**src/rtl/hazard_fwd_unit_pkg.sv**
```systemverilog
// Shared types for the decode-stage hazard / forwarding unit: forwarding
// select encoding, the in-flight slot record and the "slot writes r" test.
package hazard_pkg;

  // Slots store register numbers zero-extended to a fixed width so the record
  // type stays independent of the unit's REG_ADDR_W parameter (up to 8 bits).
  localparam int SLOT_DEST_W = 8;

  typedef logic [SLOT_DEST_W-1:0] slot_dest_t;

  localparam slot_dest_t REG_ZERO = '0;

  typedef enum logic [1:0] {
    FWD_REG = 2'b00,
    FWD_MEM = 2'b01,
    FWD_WB  = 2'b10
  } fwd_sel_t;

  typedef struct packed {
    logic       valid;
    slot_dest_t dest;
    logic       wb_en;
    logic       mem_r;
  } slot_t;

  localparam slot_t SLOT_BUBBLE = '0;

  function automatic logic slot_writes(slot_t s, slot_dest_t r);
    return s.valid && s.wb_en && (s.dest == r) && (r != REG_ZERO);
  endfunction

endpackage

```
**src/rtl/hazard_fwd_unit_if.sv**
```systemverilog
// Decode-stage source/destination bus: ID instruction fields toward the
// hazard unit, stall request and forwarding selects back.
interface hazard_fwd_if #(
  parameter int REG_ADDR_W = 5
);

  logic                  id_valid;
  logic [REG_ADDR_W-1:0] id_src1;
  logic [REG_ADDR_W-1:0] id_src2;
  logic                  id_two_src;
  logic [REG_ADDR_W-1:0] id_dest;
  logic                  id_wb_en;
  logic                  id_mem_r_en;
  logic                  hazard_detected;
  logic [1:0]            fwd_sel1;
  logic [1:0]            fwd_sel2;

  modport master (
    output id_valid, id_src1, id_src2, id_two_src, id_dest, id_wb_en, id_mem_r_en,
    input  hazard_detected, fwd_sel1, fwd_sel2
  );

  modport slave (
    input  id_valid, id_src1, id_src2, id_two_src, id_dest, id_wb_en, id_mem_r_en,
    output hazard_detected, fwd_sel1, fwd_sel2
  );

endinterface

```
**src/rtl/hazard_fwd_unit_slot_pipe.sv**
```systemverilog
// Three-slot shadow of the EXE/MEM/WB destinations: shifts on every unfrozen
// edge, with a bubble injected into EXE on request.
module hazard_slot_pipe
  import hazard_pkg::*;
(
  input  logic  clk,
  input  logic  rst,
  input  logic  freeze,
  input  logic  bubble,
  input  slot_t entry,
  output slot_t exe,
  output slot_t mem,
  output slot_t wb
);

  always_ff @(posedge clk) begin
    if (rst) begin
      exe <= SLOT_BUBBLE;
      mem <= SLOT_BUBBLE;
      wb  <= SLOT_BUBBLE;
    end else if (!freeze) begin
      wb  <= mem;
      mem <= exe;
      exe <= bubble ? SLOT_BUBBLE : entry;
    end
  end

endmodule

```
**src/rtl/hazard_fwd_unit.sv**
```systemverilog
// Hazard detection and forwarding-select generation for the instruction in ID,
// comparing its sources against older producers still in EXE and MEM.
module hazard_fwd_unit
  import hazard_pkg::*;
#(
  parameter int REG_ADDR_W = 5
) (
  input logic         clk,
  input logic         rst,
  input logic         fwd_en,
  input logic         freeze,
  hazard_fwd_if.slave bus
);

  function automatic slot_dest_t widen(logic [REG_ADDR_W-1:0] r);
    return slot_dest_t'(r);
  endfunction

  slot_t      exe_slot;
  slot_t      mem_slot;
  slot_t      wb_slot;
  slot_t      entry;
  slot_dest_t src1;
  slot_dest_t src2;
  logic       src1_matters;
  logic       src2_matters;
  logic       exe_w1, exe_w2, mem_w1, mem_w2;
  logic       hazard;
  logic       bubble;
  fwd_sel_t   sel1_next, sel2_next;
  fwd_sel_t   sel1_q, sel2_q;
  logic       unused_ok;

  assign src1 = widen(bus.id_src1);
  assign src2 = widen(bus.id_src2);

  assign src1_matters = bus.id_valid && (src1 != REG_ZERO);
  assign src2_matters = bus.id_valid && bus.id_two_src && (src2 != REG_ZERO);

  assign exe_w1 = slot_writes(exe_slot, src1);
  assign exe_w2 = slot_writes(exe_slot, src2);
  assign mem_w1 = slot_writes(mem_slot, src1);
  assign mem_w2 = slot_writes(mem_slot, src2);

  // Without forwarding, any EXE/MEM producer stalls; WB is safe because the
  // register file writes before it reads. With forwarding, only load-use stalls.
  always_comb begin
    hazard = 1'b0;
    if (!fwd_en) begin
      hazard = (src1_matters && (exe_w1 || mem_w1)) ||
               (src2_matters && (exe_w2 || mem_w2));
    end else begin
      hazard = exe_slot.mem_r &&
               ((src1_matters && exe_w1) || (src2_matters && exe_w2));
    end
  end

  assign bubble = hazard || !bus.id_valid;

  // The EXE producer is the newest, so it takes priority over MEM.
  always_comb begin
    sel1_next = FWD_REG;
    sel2_next = FWD_REG;
    if (fwd_en) begin
      if (src1_matters) begin
        if (exe_w1)      sel1_next = FWD_MEM;
        else if (mem_w1) sel1_next = FWD_WB;
      end
      if (src2_matters) begin
        if (exe_w2)      sel2_next = FWD_MEM;
        else if (mem_w2) sel2_next = FWD_WB;
      end
    end
  end

  always_comb begin
    entry       = SLOT_BUBBLE;
    entry.valid = 1'b1;
    entry.dest  = widen(bus.id_dest);
    entry.wb_en = bus.id_wb_en;
    entry.mem_r = bus.id_mem_r_en;
  end

  hazard_slot_pipe u_slots (
    .clk    (clk),
    .rst    (rst),
    .freeze (freeze),
    .bubble (bubble),
    .entry  (entry),
    .exe    (exe_slot),
    .mem    (mem_slot),
    .wb     (wb_slot)
  );

  always_ff @(posedge clk) begin
    if (rst) begin
      sel1_q <= FWD_REG;
      sel2_q <= FWD_REG;
    end else if (!freeze) begin
      sel1_q <= bubble ? FWD_REG : sel1_next;
      sel2_q <= bubble ? FWD_REG : sel2_next;
    end
  end

  // WB contents and the MEM load flag are tracked for completeness only.
  assign unused_ok = ^{wb_slot, mem_slot.mem_r};

  assign bus.hazard_detected = hazard;
  assign bus.fwd_sel1        = sel1_q;
  assign bus.fwd_sel2        = sel2_q;

endmodule

```
**src/flat_wrapper.sv**
```systemverilog
// flat-port wrapper written by rule: the top's interface ports become plain ports
module hazard_fwd_unit_flat import hazard_pkg::*;
#(
  parameter int REG_ADDR_W = 5
)
  (clk, rst, fwd_en, freeze, bus_id_valid, bus_id_src1, bus_id_src2, bus_id_two_src, bus_id_dest, bus_id_wb_en, bus_id_mem_r_en, bus_hazard_detected, bus_fwd_sel1, bus_fwd_sel2);
  hazard_fwd_if #(.REG_ADDR_W(REG_ADDR_W)) bus_i ();
  input logic clk;
  input logic rst;
  input logic fwd_en;
  input logic freeze;
  input wire logic [$bits(bus_i.id_valid)-1:0] bus_id_valid;
  input wire logic [$bits(bus_i.id_src1)-1:0] bus_id_src1;
  input wire logic [$bits(bus_i.id_src2)-1:0] bus_id_src2;
  input wire logic [$bits(bus_i.id_two_src)-1:0] bus_id_two_src;
  input wire logic [$bits(bus_i.id_dest)-1:0] bus_id_dest;
  input wire logic [$bits(bus_i.id_wb_en)-1:0] bus_id_wb_en;
  input wire logic [$bits(bus_i.id_mem_r_en)-1:0] bus_id_mem_r_en;
  output wire logic [$bits(bus_i.hazard_detected)-1:0] bus_hazard_detected;
  output wire logic [$bits(bus_i.fwd_sel1)-1:0] bus_fwd_sel1;
  output wire logic [$bits(bus_i.fwd_sel2)-1:0] bus_fwd_sel2;
  assign bus_i.id_valid = bus_id_valid;
  assign bus_i.id_src1 = bus_id_src1;
  assign bus_i.id_src2 = bus_id_src2;
  assign bus_i.id_two_src = bus_id_two_src;
  assign bus_i.id_dest = bus_id_dest;
  assign bus_i.id_wb_en = bus_id_wb_en;
  assign bus_i.id_mem_r_en = bus_id_mem_r_en;
  assign bus_hazard_detected = bus_i.hazard_detected;
  assign bus_fwd_sel1 = bus_i.fwd_sel1;
  assign bus_fwd_sel2 = bus_i.fwd_sel2;
  hazard_fwd_unit #(.REG_ADDR_W(REG_ADDR_W)) u_core (.clk(clk), .rst(rst), .fwd_en(fwd_en), .freeze(freeze), .bus(bus_i));
endmodule
```
**config.mk**
```make
export PLATFORM = sky130hd
export DESIGN_NAME = hazard_fwd_unit_flat
export DESIGN_NICKNAME = d
export VERILOG_FILES = /design/src/rtl/hazard_fwd_unit_pkg.sv /design/src/rtl/hazard_fwd_unit_if.sv /design/src/rtl/hazard_fwd_unit_slot_pipe.sv /design/src/rtl/hazard_fwd_unit.sv /design/src/flat_wrapper.sv
export SDC_FILE = /design/constraint.sdc
export NUM_CORES = 1
export LEC_CHECK = 0
export ABC_AREA = 1
export CAP_MARGIN = 30
export CORE_UTILIZATION = 30
export CTS_CLUSTER_DIAMETER = 120
export CTS_CLUSTER_SIZE = 30
export DETAILED_ROUTE_END_ITERATION = 10
export GPL_TIMING_DRIVEN = 0
export HOLD_SLACK_MARGIN = 0.05
export PLACE_DENSITY = 0.51
export SYNTH_ARGS = -nofsm -noshare
export SYNTH_HDL_FRONTEND = slang
export SYNTH_SLANG_ARGS = --single-unit
```
**constraint.sdc**
```tcl
create_clock -name clk -period 1.71 [get_ports clk]
set_input_delay 0.2565 -clock clk [delete_from_list [all_inputs] [get_ports clk]]
set_output_delay 0.2565 -clock clk [all_outputs]
set_load 0.01 [all_outputs]
```
==> metrics.csv <==
stage;metric;value;unit
status;status;finished clean;
floorplan;start_util;31.8;%
clocking;cts_made_buffers;3;
cells_and_area;drive_above_1_share;23.5;%
global_routing;grt_pass1_vias;1255;
global_routing;overflow;0;
detailed_routing;drt_iter0_drc;61;
worst_setup_path;crit_type;primary input to output port;
floorplan;die_area;4570;um2
worst_setup_path;r2r_start;u_core.u_slots.exe[1]$_SDFFE_PP0N_;
worst_hold_path;hold_start;rst;
clocking;cts_buffer_depth;2;
yosys;syn_inst;214;
place;dp_hpwl;2.76;mm
sta;worstMarginPinSlew;530;ps
pwr;p_leak;0.769;nW
cells_and_area;syn_to_final_growth;35.3;%
detailed_routing;dr.pass1.iters;4;
floorplan;die_x;67.6;um
floorplan;row_count;23;
yosys;yosys_warnings;0;
worst_setup_path;crit_arrival;1450;ps
yosys;netlist_area;1290;um2
yosys;synth_area_leader_cell;dfxtp_1;
cells_and_area;fin_area;1750;um2
worst_hold_path;min_path_type;primary input to flip-flop;
global_routing;grtUsageTotal;17.6;%
pwr;vdd_drop_max;0.404;mV
clocking;cts.htree.levels;1;
floorplan;die_h;67.6;um
sta;hold_violations;0;
pwr;powerDensity;574;nW/um2
worst_setup_path;critPathLaunchType;primary input;
detailed_routing;wirelength;3.61;mm
floorplan;io_pins;28;
sta;hold_ws;445;ps
clocking;cts_hold_buf;0;
cells_and_area;antenna_cells;0;
clocking;clk_latency;260;ps
sta;fmax;0.585;GHz
detailed_routing;via_per_inst;4.70;
sta;slew_headroom;64.7;%
yosys;yosys.area.top_type_share;29.5;%
detailed_routing;num_vias;1397;
sta;clock_skew;2.10;ps
sta;finalMaxSlewViolations;0;
floorplan;core;4060;um2
yosys;syn_nets;237;
yosys;synth.area.top_cells;dfxtp_1, nand2_1, nor2_1;
job;maxCapViolations;0;
global_routing;grt_pass1_wl;5.87;mm
cells_and_area;fin_util;43.0;%
cells_and_area;post_layout_nonfiller_instances;297;
detailed_routing;drc;0;
sta;report.final.setup_viol;0;
place;post_dp_cell_area;1610;um2
global_routing;grt_max_degree;13;
global_routing;antenna_found_initial;0;
yosys;synth-seq-cells;19;
place;placed_cells;290;
worst_setup_path;end_kind;output port;
worst_setup_path;worst_ep_required_time;1450;ps
clocking;cts.sinks;19;
sta;rsz0062_at_grt;true;
clocking;cts_root_buffer;clkbuf_8;
place;place.gp.congestion;0.838;
worst_setup_path;critPathMaxFanout;4;
yosys;avgSynthCellArea;6.03;um2
cells_and_area;nets;271;
yosys;ys_types;22;
clocking;clk_pin_slew;70;ps
place;io_buffers;26;
detailed_routing;drtAntennaViolNets;0;
worst_setup_path;cp-startpoint;fwd_en;
clocking;cts_tree;built;
sta;fin_setup_tns;0;ps
sta;fin_crit_sh;99.9;%
yosys;ys_seq_area_share;29.5;%
detailed_routing;post_drt_wl_per_cell;12.1;um
sta;period_minus_slack;1710;ps
[metal layers]
| layer | vias up | wire length, um | track usage, % |
|---|---|---|---|
| li1 | 741 | - | - |
| met1 | 625 | 1760 | 22.8 |
| met2 | 27 | 1640 | 29.3 |
| met3 | 4 | 166 | 3.55 |
| met4 | 0 | 43 | 4.79 |
| met5 | - | 0 | 0 |
[cell usage after synthesis]
cell and number:
nand2_1 72, nor2_1 27, dfxtp_1 19, a21oi_1 17, inv_1 17, nand4_1 12, inv_2 9, nand3_1 7
xnor2_1 6, a211oi_1 5, clkbuf_1 3, nand2_2 3, buf_2 2, buf_6 2, nand3_2 2, nand3b_1 2
nor2_2 2, o21ai_0 2, xor2_1 2, buf_1 1, buf_4 1, or2_2 1
[layout by cell type (no fill, tap or decap), types with 2 or more instances in the layout]
cell type        instances
nor2_1                  21
inv_2                   10
a211oi_1                 5
clkbuf_8                 3
o21ai_0                  2
buf_6                    2
nor2_2                   8
nand2_1                 64
inv_1                   16
a21oi_1                 15
dlygate4sd2_1           12
dfxtp_2                  8
clkbuf_1                 3
nand3_2                  3
buf_4                    6
clkdlybuf4s50_1         13
xor2_1                   2
a21oi_2                  2
nand2_4                  2
dfxtp_1                 10
nand4_1                 12
xnor2_1                  5
nand2_2                  9
nand3b_1                 2
nand3_1                  6
[cell type report]
type | instances | area [um2]
fillers | 458 | 2310
multi-input cells | 160 | 822
flip-flops and latches | 19 | 394
repair buffers | 32 | 292
inverters | 26 | 97.6
well taps | 50 | 62.6
clock buffers | 3 | 41.3
plain buffers | 6 | 31.3
clock inverters | 1 | 5.00
[report_power, final]
part / internal, W / switching [W] / total [W]
combinational: 0.0000885 / 0.000114 / 0.000203
sequential: 0.000458 / 0.0000159 / 0.000474
clock: 0.000162 / 0.000162 / 0.000324
[registers in the layout, indices dropped and copies added, names as in the netlist]
name,count
u_core.bus.fwd_sel2,2
u_core.u_slots.mem,7
u_core.u_slots.exe,8
u_core.bus.fwd_sel1,2
[final timing paths]
check	to	slack (ps)	depth (start not counted)
worst max-delay path	bus_hazard_detected	1	6
worst min-delay path	u_core.u_slots.exe[5]$_SDFFE_PP0N_	440	2
worst max register to register	u_core.u_slots.exe[4]$_SDFFE_PP0N_	100	10
worst min register to register	u_core.u_slots.exe[0]$_SDFFE_PP0N_	470	2
[what timing repair did]
item | CTS | global route
gates resized for setup | 37 | 14
pin swaps | 10 | 11
endpoints found under the setup margin | 1 | 2
buffers inserted | 5 | 1
[cells by family (layout without fill, tap and decap cells)]
kind of cell              Yosys count  in the layout  synth area share (%)
and+or+nand+nor                   128            128                  43.0
xor gates and xnor gates            8              8                  5.43
DFF                                19             19                  29.5
AOI/OAI and AO/OA                  24             24                  10.3
buffers and inverters              35             68                  11.8
[worst max-delay path, stage by stage]
cell,delay [ps]
clkdlybuf4s50_1,520
inv_1,120
or2_2,320
nand2_4,80
nand2_2,50
buf_6,110
[metrics by stage]
step,worst slack [ps],power [W]
after floorplan,298,0.000592
after global placement,-786,0.000684
after detailed placement,-767,0.000683
after CTS,-15.9,0.00101
after global routing,-77.3,0.00105
final,1.35,0.00100
Power figures use the tool's default switching activity.
